[src/rtl/capture_ctrl.sv]
// Write-side capture sequencer for the sample FIFO: pre-trigger fill, level-crossing trigger, post-trigger fill.
// Optional forced-trigger timeout is enabled by defining CAPTURE_TRIG_TIMEOUT_EN.
module capture_ctrl #(
  parameter int DATA_W    = 8,
  parameter int ADDR_SIZE = 8,
  parameter int TIMEOUT_W = 16
) (
  input  logic                 clk_i,
  input  logic                 rst_i,
  input  logic                 start_i,
  input  logic                 abort_i,
  input  logic [DATA_W-1:0]    sample_i,
  input  logic                 sample_valid_i,
  input  logic [DATA_W-1:0]    trig_level_i,
  input  logic                 trig_rising_i,
  input  logic [ADDR_SIZE:0]   pre_cnt_i,
  input  logic [ADDR_SIZE:0]   post_cnt_i,
  input  logic                 fifo_full_i,
`ifdef CAPTURE_TRIG_TIMEOUT_EN
  input  logic [TIMEOUT_W-1:0] timeout_i,
`endif
  output logic                 wr_en_o,
  output logic [DATA_W-1:0]    wr_data_o,
  output logic                 busy_o,
  output logic                 triggered_o,
  output logic                 done_o,
  output logic                 overflow_o,
  output logic                 forced_o
);

  // state     | meaning
  // IDLE      | no capture armed, no writes
  // PRE       | writing pre-trigger samples
  // WAIT_TRIG | watching for a level crossing; only the trigger sample is written
  // POST      | writing post-trigger samples
  // DONE      | capture complete, status held until re-arm
  typedef enum logic [2:0] {S_IDLE, S_PRE, S_WAIT_TRIG, S_POST, S_DONE} state_t;

  state_t               state;
  logic [ADDR_SIZE:0]   pre_lat, post_lat, cnt, cnt_inc;
  logic [DATA_W-1:0]    prev;
  logic                 prev_valid, triggered, overflow;
  logic                 trigger_hit, force_hit, trig_eff, wants_write, dropped;

  assign trigger_hit = sample_valid_i & prev_valid &
                       (trig_rising_i ? (prev < trig_level_i && sample_i >= trig_level_i)
                                      : (prev > trig_level_i && sample_i <= trig_level_i));

`ifdef CAPTURE_TRIG_TIMEOUT_EN
  logic [TIMEOUT_W-1:0] tmo_lat, tmo_cnt;
  logic                 tmo_expired, forced;

  assign force_hit = sample_valid_i & tmo_expired & ~trigger_hit;
  assign forced_o  = forced;
`else
  assign force_hit = 1'b0;
  // timeout width has no use in this build; expression is constant 0
  assign forced_o  = (TIMEOUT_W < 0);
`endif

  assign trig_eff    = trigger_hit | force_hit;
  assign wants_write = sample_valid_i & ~abort_i &
                       (state == S_PRE || state == S_POST ||
                        (state == S_WAIT_TRIG && trig_eff && post_lat != '0));
  assign wr_en_o     = wants_write & ~fifo_full_i;
  assign dropped     = wants_write & fifo_full_i;
  assign wr_data_o   = sample_i;
  assign cnt_inc     = cnt + 1'b1;

  assign busy_o      = (state == S_PRE) || (state == S_WAIT_TRIG) || (state == S_POST);
  assign done_o      = (state == S_DONE);
  assign triggered_o = triggered;
  assign overflow_o  = overflow;

  always_ff @(posedge clk_i) begin
    if (!rst_i) begin
      state      <= S_IDLE;
      pre_lat    <= '0;
      post_lat   <= '0;
      cnt        <= '0;
      prev       <= '0;
      prev_valid <= 1'b0;
      triggered  <= 1'b0;
      overflow   <= 1'b0;
`ifdef CAPTURE_TRIG_TIMEOUT_EN
      tmo_lat     <= '0;
      tmo_cnt     <= '0;
      tmo_expired <= 1'b0;
      forced      <= 1'b0;
`endif
    end else if (abort_i) begin
      state <= S_IDLE;
      cnt   <= '0;
    end else begin
      if (dropped)
        overflow <= 1'b1;
      case (state)
        S_IDLE, S_DONE: begin
          if (start_i) begin
            pre_lat    <= pre_cnt_i;
            post_lat   <= post_cnt_i;
            cnt        <= '0;
            prev_valid <= 1'b0;
            triggered  <= 1'b0;
            overflow   <= 1'b0;
`ifdef CAPTURE_TRIG_TIMEOUT_EN
            tmo_lat     <= timeout_i;
            tmo_cnt     <= '0;
            tmo_expired <= 1'b0;
            forced      <= 1'b0;
`endif
            state <= (pre_cnt_i != '0) ? S_PRE : S_WAIT_TRIG;
          end
        end
        S_PRE: begin
          if (wr_en_o) begin
            if (cnt_inc == pre_lat) begin
              cnt   <= '0;
              state <= S_WAIT_TRIG;
            end else begin
              cnt <= cnt_inc;
            end
          end
        end
        S_WAIT_TRIG: begin
          if (sample_valid_i) begin
            prev       <= sample_i;
            prev_valid <= 1'b1;
          end
`ifdef CAPTURE_TRIG_TIMEOUT_EN
          if (tmo_lat != '0 && !tmo_expired) begin
            tmo_cnt <= tmo_cnt + 1'b1;
            if (tmo_cnt + 1'b1 == tmo_lat)
              tmo_expired <= 1'b1;
          end
          if (force_hit)
            forced <= 1'b1;
`endif
          if (trig_eff) begin
            triggered <= 1'b1;
            if (post_lat == '0) begin
              state <= S_DONE;
            end else if (wr_en_o) begin
              cnt   <= cnt_inc;
              state <= (cnt_inc == post_lat) ? S_DONE : S_POST;
            end else begin
              // trigger sample lost to a full FIFO still counts as the trigger
              state <= S_POST;
            end
          end
        end
        S_POST: begin
          if (wr_en_o) begin
            cnt <= cnt_inc;
            if (cnt_inc == post_lat)
              state <= S_DONE;
          end
        end
        default: state <= S_IDLE;
      endcase
    end
  end

endmodule

[config.mk]
export PLATFORM = sky130hd
export DESIGN_NAME = capture_ctrl
export DESIGN_NICKNAME = d
export VERILOG_FILES = /design/src/rtl/capture_ctrl.sv
export SDC_FILE = /design/constraint.sdc
export NUM_CORES = 1
export LEC_CHECK = 0
export CELL_PAD_IN_SITES_DETAIL_PLACEMENT = 2
export CELL_PAD_IN_SITES_GLOBAL_PLACEMENT = 2
export CORE_MARGIN = 8
export CORE_UTILIZATION = 31
export CTS_CLUSTER_SIZE = 12
export DETAILED_ROUTE_END_ITERATION = 7
export MAX_ROUTING_LAYER = met4
export PLACE_DENSITY = 0.81
export SYNTH_ARGS = -nofsm -noshare
export SYNTH_HDL_FRONTEND = slang
export SYNTH_SLANG_ARGS = --single-unit
[constraint.sdc]
create_clock -name clk_i -period 3.4 [get_ports clk_i]
set_clock_uncertainty 0.2 [all_clocks]
set_input_delay 0.68 -clock clk_i [delete_from_list [all_inputs] [get_ports clk_i]]
set_output_delay 0.68 -clock clk_i [all_outputs]
set_load 0.01 [all_outputs]
Word level (Yosys, flattened, before mapping)
Cells that the tools add are included.
{"block": "totals", "reg_bits": 41, "latchBits": 0, "ram_bits": 0, "romBits": 0, "in_bits": 41, "out_inout_bits": 14, "word_cells": 85, "memories": 0}
{"block": "op_classes", "addsub": 1, "n_mul": 0, "div": 0, "order_cmp": 4, "n_eq_ne": 14, "n_shift": 0, "n_mux": 27, "bitwise_logic": 9, "reduce_logical": 22}
{"cell": "9-bit 2-to-1 mux", "n": 6}
{"cell": "9-bit case mux with 4 select lines", "n": 1}
{"cell": "3-bit 2-to-1 mux", "n": 9}
{"cell": "9-bit equality test", "n": 2}
{"cell": "9-bit nonzero test", "n": 2}
{"cell": "2-bit != test (second input constant)", "n": 6}
{"cell": "3-bit case mux with 4 select lines", "n": 1}
{"cell": "9-bit by 1-bit adder with 9-bit output (second input constant)", "n": 1}
{"cell": "9-bit logical NOT", "n": 1}
{"cell": "8-bit greater-or-equal comparator", "n": 1}
{"cell": "8-bit > comparator", "n": 1}
{"cell": "8-bit <= comparator", "n": 1}
{"cell": "8-bit < comparator", "n": 1}
{"cell": "4-bit AND reduction", "n": 2}
{"cell": "1-bit 2-to-1 mux", "n": 7}
{"cell": "1-bit AND", "n": 6}
{"cell": "3-bit by 2-bit equality test with 1-bit output (second input constant)", "n": 2}
{"cell": "3-bit AND reduction", "n": 2}
{"cell": "6-bit AND reduction", "n": 1}
{"cell": "5-bit AND reduction", "n": 1}
{"cell": "1-bit logical AND", "n": 4}
{"cell": "1-bit logical OR", "n": 4}
{"cell": "2-bit by 1-bit != test with 1-bit output (second input constant)", "n": 2}
{"cell": "1-bit case mux with 2 select lines", "n": 2}
{"cell": "8 further kinds", "n": 11}

Longest topological paths before layout
Gate-level depths: netlist (run 1).
{"block": "logic_depth", "ltp_word": 13, "mapped_depth": 11, "mapped_depth_nobuf": 10}

Worst setup path after synthesis (run 1)
OpenSTA, ideal clock, no wires.
{"block": "synth_path", "kind": "input to output", "start": "input trig_level_i[1]", "end": "output wr_en_o", "arrival_ns": 2.352, "required_ns": 2.520, "slack_ns": 0.168, "path_stages": 9, "path_buffers": 0, "cell_sequence": "inv_1 > ha_1 > nor2b_1 > o211ai_1 > a211o_1 > nor2b_1 > o31a_1 > o21bai_1 > nor2b_1"}
{"block": "synth_between", "elab_chain_cells": 9, "word_cells_on_any_way": 13, "cone_classes": "4 x order compare; 1 x mux; 3 x bitwise; 5 x reduce/logical"}
{"item": "start, declared", "line_no": "14", "rtl": "input logic [DATA_W-1:0] trig_level_i,"}
{"item": "8-bit > comparator (tied with other cells)", "line_no": "47", "rtl": ": (prev > trig_level_i && sample_i <= trig_level_i));"}
{"item": "1-bit logical AND (on tied branches)", "line_no": "47, 46"}
{"item": "1-bit 2-to-1 mux *", "line_no": "46", "rtl": "(trig_rising_i ? (prev < trig_level_i && sample_i >= trig_level_i)"}
{"item": "1-bit AND *", "line_no": "45", "rtl": "assign trigger_hit = sample_valid_i & prev_valid &"}
{"item": "1-bit logical AND * (2 in a row)", "line_no": "64", "rtl": "(state == S_WAIT_TRIG && trig_eff && post_lat != '0));"}
{"item": "1-bit logical OR *", "line_no": "63", "rtl": "(state == S_PRE || state == S_POST ||"}
{"item": "1-bit AND *", "line_no": "62", "rtl": "assign wants_write = sample_valid_i & ~abort_i &"}
{"item": "1-bit AND *", "line_no": "65", "rtl": "assign wr_en_o = wants_write & ~fifo_full_i;"}
{"item": "end, declared", "line_no": "22", "rtl": "output logic wr_en_o,"}
Mark *: on every way between the ends. The rest lies on a longest branch, timed or not.

Worst setup path after layout (run 1)
{"block": "layout_path", "start": "input sample_i[4]", "end": "output wr_en_o"}
{"block": "layout_between", "elab_chain_cells": 9, "word_cells_on_any_way": 11, "cone_classes": "2 x order compare; 1 x mux; 3 x bitwise; 5 x reduce/logical"}
{"item": "start, declared", "line_no": "12", "rtl": "input logic [DATA_W-1:0] sample_i,"}
{"item": "8-bit <= comparator or 8-bit greater-or-equal comparator (tied branches)", "line_no": "47, 46"}
{"item": "1-bit logical AND (on tied branches)", "line_no": "47, 46"}
{"item": "1-bit 2-to-1 mux *", "line_no": "46"}
{"item": "1-bit AND *", "line_no": "45"}
{"item": "1-bit logical AND * (2 in a row)", "line_no": "64"}
{"item": "1-bit logical OR *", "line_no": "63"}
{"item": "1-bit AND *", "line_no": "62"}
{"item": "1-bit AND *", "line_no": "65"}
Marks and branches as above.

==> flow_metrics.env, run 1 <==
export IMPL_status="complete, but fails checks"
export IMPL_violations="negative setup slack"
export IMPL_place_congestion=0.833
export IMPL_overflow=0
export IMPL_slew_viol_final=0
export IMPL_ios=55
export IMPL_grtUsageTotal_pct=20.5
export IMPL_worstPathMaxFanout=3
export IMPL_routed_via_density=5.28
export IMPL_worst_slack_ns=-0.104
export IMPL_crit_reg2reg_capture="cnt[8]$_SDFFE_PP0P_"
export IMPL_grt_pass1_vias=3501
export IMPL_synth_compound_area_share_pct=21.6
export IMPL_antenna_found_initial=0
export IMPL_die_w_um=114
export IMPL_drt_iter0_markers=99
export IMPL_slew_limit_headroom_pct=59.5
export IMPL_dpl_instance_area_um2=3770
export IMPL_route_vias_total=2981
export IMPL_synth_edf_count=0
export IMPL_chipHeight_um=114
export IMPL_die_area_um2=13000
export IMPL_route_detailed_drc=0
export IMPL_reg2regPathDepth=10
export IMPL_crit_path_end_kind="primary output"
export IMPL_multi_input_area_um2=2150
export IMPL_grt_pass1_wl_um=20100
export IMPL_seqCellArea_um2=821
export IMPL_core_um2=9550
export IMPL_synthArstFlopShare_pct=0
export IMPL_synth_area_leader_cell="dfxtp_1"
export IMPL_muxShareOfSynthArea_pct=0.335
export IMPL_timing_final_crit_share_pct=103
export IMPL_grt_max_degree=29
export IMPL_worst_path_max_delay_cell="ha_1"
export IMPL_syn_num_nets=422
export IMPL_core_rowCount=36
export IMPL_final_cell_area_um2=4110
export IMPL_syn_to_final_growth_pct=37.7
export IMPL_clk_pin_slew_worst_paths_ns=0.10
export IMPL_cts_sinks=41
export IMPL_synth_top_family_by_area="simple AND/OR/NAND/NOR gates"
export IMPL_syn_area_per_cell_um2=8.20
export IMPL_hold_buffers=0
export IMPL_netlist_area_um2=2990
export IMPL_holdWs_ns=0.283
export IMPL_yosysUniqueCellTypes=59
export IMPL_final_antenna_net_count=0
export IMPL_h_tree_depth=2
export IMPL_r2r_start="cnt[1]$_SDFFE_PP0P_"
export IMPL_whs_endpoint="prev[0]$_SDFFE_PN0P_"
export IMPL_ys_seq_area_share_pct=27.5
export IMPL_first_pass_iters=4
export IMPL_grt_setup_unrepaired="yes"
export IMPL_setup_violations_final=1
export IMPL_pwr_density_cell_nw_per_um2=316
export IMPL_synthTopCellsByArea="dfxtp_1 27%, nand2_1 7.8%, ha_1 7.1%"
export IMPL_clock_latency_ns=0.31
export IMPL_hold_violations=0
export IMPL_synth_ff_type="dfxtp_1"
export IMPL_ys_ff_latch=41
export IMPL_worstPathRequired_ns=2.52
export IMPL_worst_path_largest_cell_delay_ns=0.31
export IMPL_hpwl_um=8150
export IMPL_clock_tree_buffer_depth=2
export IMPL_final_nets=489
export IMPL_num_fill_cells=1086
export IMPL_cp_cell_sequence="dlygate4sd2_1 -> ha_1 -> nand4_1 -> nand2b_4 -> a21o_1 -> nand2_2 -> o31a_1 -> o21bai_1 -> nor2b_2 -> buf_2"
export IMPL_synth_xor_area_share_pct=9.84
export IMPL_cp_arrival_ns=2.62
export IMPL_max_freq_mhz=285
export IMPL_wl_um=12400
export IMPL_port_buffers=53
export IMPL_holdPathStages=2
export IMPL_cts_tree="done"
export IMPL_syn_inst=364
export IMPL_ir_drop_uv=218
export IMPL_min_period_ns=3.50
export IMPL_drive_gt1_share_pct=22.7
export IMPL_routedWlPerCell_um=21.9
export IMPL_synth_top_area_share_pct=27.5
export IMPL_initial_core_util_pct=31.3
export IMPL_p_leak_nw=1.56
export IMPL_cts_made_buffers=5
export IMPL_synthSimpleGateAreaFrac_pct=25.6
export IMPL_cts_root_buf="clkbuf_8"
export IMPL_min_path_type="register to register"
export IMPL_r2r_slack_ns=0.25
export IMPL_criticalPathCategory="primary input to primary output"
export IMPL_cap_violations=0
export IMPL_synthAdderAreaFrac_pct=7.12
export IMPL_synth_warnings=0
export IMPL_diodes=0
export IMPL_tightest_slew_ns=0.602
export IMPL_min_delay_start="prev[0]$_SDFFE_PN0P_"
export IMPL_crit_path_start_kind="primary input"
## kinds of logic after synthesis
group           after synthesis
simple gates                147
compound gates               86
buf+inv                      45
flops                        41
xor+xnor                     26
fa+ha+maj                    17
other cells                   1
mux                           1
## report_power, final
part / total [mW] / switching [mW] / internal [mW]
sequential: 0.525 / 0.0264 / 0.498
clock: 0.424 / 0.203 / 0.221
combinational: 0.351 / 0.179 / 0.172
total: 1.30 / 0.408 / 0.892
## state kept, by name, summed over array words and instances (netlist names)
name,count
cnt,9
post_lat,9
pre_lat,9
prev,8
state,3
overflow_o,1
prev_valid,1
triggered_o,1
## metal layers
metal | track usage, % | wire [um] | up-vias
li1 | - | - | 1405
met1 | 23.6 | 5400 | 1491
met2 | 36.2 | 6420 | 63
met3 | 2.11 | 267 | 22
met4 | 7.10 | 308 | 0
met5 | - | 0 | -
## layout by cell type, fill, tap and decap left out, types with 4 or more instances in the layout
cell type	netlist	final
nand2b_1	7	6
dfxtp_1	41	41
o31ai_1	8	8
a32oi_1	6	6
xnor2_1	10	10
buf_6	2	5
nand3_1	17	16
buf_4	13	32
inv_2	1	7
clkbuf_8	0	5
inv_1	14	7
clkdlybuf4s15_1	0	5
nand2_1	62	61
a21oi_1	12	10
a21o_1	4	4
xor2_1	12	12
o211ai_1	4	4
nand4_1	5	5
dlygate4sd2_1	0	7
nor3_1	5	5
ha_4	0	13
nor4_1	6	6
a21boi_0	26	26
nor2_1	17	16
clkdlybuf4s50_1	0	36
and3_1	6	6
## cell usage after synthesis, drive strengths merged, types with 4 or more instances
master	count
nand4	6
xor2	12
a21o	4
ha	17
o31ai	8
o211ai	4
a32oi	6
o21ai	5
nor2b	8
clkbuf	11
a21boi	27
buf	19
nand2	63
dfxtp	41
nor3	5
nor2	17
nand3	18
a21oi	13
nor4	7
and3	6
nand2b	7
inv	15
xnor2	12
## critical path, delay by kind of cell
kind / cells / cell delay, ns
fa+ha+maj: 1 / 0.31
buf+inv: 2 / 0.40
simple gates: 4 / 0.61
compound gates: 3 / 0.62
## area by class of cell
class	instances	share of cell area [%]
Multi-Input combinational cell	278	52.2
Sequential cell	41	20.0
Timing Repair Buffer	90	19.7
Tap cell	133	4.05
Clock buffer	6	1.76
Inverter	15	1.43
Clock inverter	2	0.943
## how the worst max path moves through the flow
stage	depth (start not counted)	to	startpoint	slack [ns]
floorplan	9	wr_en_o	trig_level_i[1]	0.17
global placement	11	wr_en_o	trig_level_i[1]	-0.85
detailed placement	11	wr_en_o	trig_level_i[1]	-0.98
CTS	10	wr_en_o	trig_level_i[7]	0.004
global route	13	wr_en_o	trig_level_i[1]	-0.17
finish	10	wr_en_o	sample_i[4]	-0.10
## repair_timing
item,4_1_cts,5_1_grt
pin swaps,23,7
buffers inserted,2,1
resized for setup,66,13
setup endpoints to repair,2,5
## through the flow
step                      worst slack (ns)  TNS [ns]  std cells  power [mW]  util, %
after floorplan                      0.168         0        364       0.694        -
after global placement              -0.848     -2.72        554       0.829     39.5
after detailed placement            -0.979     -3.77        554       0.847     39.5
after CTS                          0.00374         0        564        1.29     42.9
after global routing                -0.165    -0.165        565        1.36     43.1
final                               -0.104    -0.104        565        1.30     43.1
No activity file was read; power rests on OpenSTA's default activity.
==> inputs of run 2 (changes only) <==
--- a/config.mk
+++ b/config.mk
@@ -11,8 +11,10 @@
 export CORE_UTILIZATION = 31
 export CTS_CLUSTER_SIZE = 12
 export DETAILED_ROUTE_END_ITERATION = 7
+export HOLD_SLACK_MARGIN = 0.03
 export MAX_ROUTING_LAYER = met4
 export PLACE_DENSITY = 0.81
+export SKIP_LAST_GASP = 1
 export SYNTH_ARGS = -nofsm -noshare
 export SYNTH_HDL_FRONTEND = slang
 export SYNTH_SLANG_ARGS = --single-unit
==> results of run 2 <==
Same layout as run 1: the final DEF is identical, and so are final timing and power.
==> inputs of run 3 (changes only) <==
--- a/config.mk
+++ b/config.mk
@@ -14,6 +14,7 @@
 export HOLD_SLACK_MARGIN = 0.03
 export MAX_ROUTING_LAYER = met4
 export PLACE_DENSITY = 0.81
+export SKIP_CTS_REPAIR_TIMING = 1
 export SKIP_LAST_GASP = 1
 export SYNTH_ARGS = -nofsm -noshare
 export SYNTH_HDL_FRONTEND = slang
==> run 3 against run 2 <==
Wire length fell by 6.9%. Die area did not move. Worst hold slack got worse by 0.0044 ns. Combinational power hardly changed. Utilization increased by 0.25 points. First-iteration DRC count shrank 12%. Highest routed layer unchanged. Clock power about the same. Global-route usage decreased by 3.3 points. Worst setup slack improved by 0.095 ns. Largest cell class unchanged. Largest power group unchanged. Clock-buffer cell count unchanged. The run still ends with negative setup slack left. Cell area grew 0.58%. Register-to-register slack worse by 0.06 ns.
==> flow_metrics.env, run 3 (synthesized netlist as in run 1, its figures left out) <==
export IMPL_intPower_mw=0.893
export IMPL_cp_arrival_ns=2.53
export IMPL_ir_drop_uv=136
export IMPL_routed_via_density=5.20
export IMPL_cap_violations=0
export IMPL_cts_sinks=41
export IMPL_status="complete, but fails checks"
export IMPL_final_cell_count_no_fill=564
export IMPL_first_pass_iters=4
export IMPL_min_path_type="register to register"
export IMPL_crit_path_end_kind="primary output"
export IMPL_slew_limit_headroom_pct=60.9
export IMPL_ios=55
export IMPL_layout_common_cells="62 x nand2_1, 41 x dfxtp_1, 36 x clkdlybuf4s50_1"
export IMPL_layout_cells_most_common="nand2_1"
export IMPL_criticalPathCategory="primary input to primary output"
export IMPL_violations="negative setup slack"
export IMPL_dpl_instance_area_um2=3770
export IMPL_overflow=0
export IMPL_clk_pin_slew_worst_paths_ns=0.10
export IMPL_reg_top3="cnt x9, post_lat x9, pre_lat x9"
export IMPL_grt_max_degree=29
export IMPL_hpwl_um=8150
export IMPL_sw_frac_of_total_pct=30.9
export IMPL_min_delay_start="prev[0]$_SDFFE_PN0P_"
export IMPL_route_vias_total=2931
export IMPL_h_tree_depth=2
export IMPL_p_switching_mw=0.399
export IMPL_tightest_slew_ns=0.580
export IMPL_dp_worst_setup_slack_ns=-0.979
export IMPL_num_fill_cells=1083
export IMPL_grt_setup_unrepaired="yes"
export IMPL_setup_worst_path_start="trig_level_i[1]"
export IMPL_chipHeight_um=114
export IMPL_hold_violations=0
export IMPL_placed_cells=554
export IMPL_antenna_found_initial=0
export IMPL_route_detailed_drc=0
export IMPL_finalCoreUtilization_pct=43.3
export IMPL_p_leak_nw=1.67
export IMPL_setup_tns_ns=-0.00877
export IMPL_min_period_ns=3.41
export IMPL_power_frac_clock_pct=32.5
export IMPL_place_congestion=0.833
export IMPL_initial_core_util_pct=31.3
export IMPL_worst_slack_ns=-0.00877
export IMPL_setup_violations_final=1
export IMPL_cts_root_buf="clkbuf_8"
export IMPL_final_nets=488
export IMPL_crit_path_start_kind="primary input"
export IMPL_wl_um=11500
export IMPL_crit_end="wr_en_o"
export IMPL_final_cell_area_um2=4140
export IMPL_crit_reg2reg_capture="cnt[8]$_SDFFE_PP0P_"
export IMPL_total_power_mw=1.29
export IMPL_seq_power_share_pct=40.5
export IMPL_drive_gt1_share_pct=20.6
export IMPL_worstPathRequired_ns=2.52
export IMPL_timing_final_crit_share_pct=100
export IMPL_grtUsageTotal_pct=17.2
export IMPL_routedWlPerCell_um=20.5
export IMPL_cts_tree="done"
export IMPL_clock_tree_buffer_depth=2
export IMPL_die_w_um=114
export IMPL_combPwrFrac_pct=27.0
export IMPL_final_antenna_net_count=0
export IMPL_holdPathStages=2
export IMPL_holdWs_ns=0.279
export IMPL_core_um2=9550
export IMPL_worstPathMaxFanout=2
export IMPL_pwr_density_cell_nw_per_um2=312
export IMPL_drt_iter0_markers=87
export IMPL_die_area_um2=13000
export IMPL_syn_to_final_growth_pct=38.5
export IMPL_max_freq_mhz=293
export IMPL_slew_viol_final=0
export IMPL_grt_pass1_wl_um=17300
export IMPL_grt_pass1_vias=3254
export IMPL_diodes=0
export IMPL_r2r_start="cnt[1]$_SDFFE_PP0P_"
export IMPL_core_rowCount=36
export IMPL_cts_made_buffers=5
export IMPL_r2r_slack_ns=0.19
export IMPL_clock_latency_ns=0.31
export IMPL_reg2regPathDepth=10
export IMPL_port_buffers=53
[run 3: cell count changes in the layout (fill, tap and decap cells not counted), sizes merged]
| cell | change |
|---|---|
| dlygate4sd2 | -7 |
| clkbuf | -2 |
| clkdlybuf4s15 | -5 |
| buf | -2 |
| dlymetal6s2s | +15 |
[run 3: routing by layer]
layer	up-vias	global-route usage (%)	routed length (um)
li1	1402	-	-
met1	1473	20.4	5220
met2	43	30.2	5960
met3	13	2.00	168
met4	0	4.44	199
met5	-	-	0
[run 3: final cells by class]
cell class	instances	area [um2]	share of cell area, %
multi-input cells	278	2130	51.5
inverters	15	58.8	1.42
clock buffers	6	72.6	1.75
flip-flops and latches	41	821	19.8
well taps	133	166	4.02
repair buffers	89	851	20.6
clock inverters	2	38.8	0.938
[run 3: how the worst min path moves through the flow]
stage	end	slack, ns
finish	prev[0]$_SDFFE_PN0P_	0.28
detailed placement	prev[0]$_SDFFE_PN0P_	0.27
CTS	prev[0]$_SDFFE_PN0P_	0.28
global placement	prev[0]$_SDFFE_PN0P_	0.25
floorplan	prev_valid$_SDFFE_PN0P_	0.24
global route	prev_valid$_SDFFE_PN0P_	0.31
[run 3: worst max-delay path: stages]
cell and delay (ns):
buf_8 0.10, inv_4 0.05, buf_4 0.11, ha_4 0.19, nor2b_1 0.13, o211ai_1 0.27
a31oi_1 0.15, o211ai_1 0.24, o31a_1 0.21, o21bai_1 0.09, nor2b_2 0.16, buf_2 0.13
[run 3: power groups by stage]
stage	logic (mW)	clock network [mW]	registers [mW]
5_1_grt	0.375	0.443	0.526
2_1_floorplan	0.173	0	0.521
3_3_place_gp	0.298	0	0.531
6_report	0.349	0.421	0.523
3_5_place_dp	0.314	0	0.533
4_1_cts	0.317	0.426	0.522
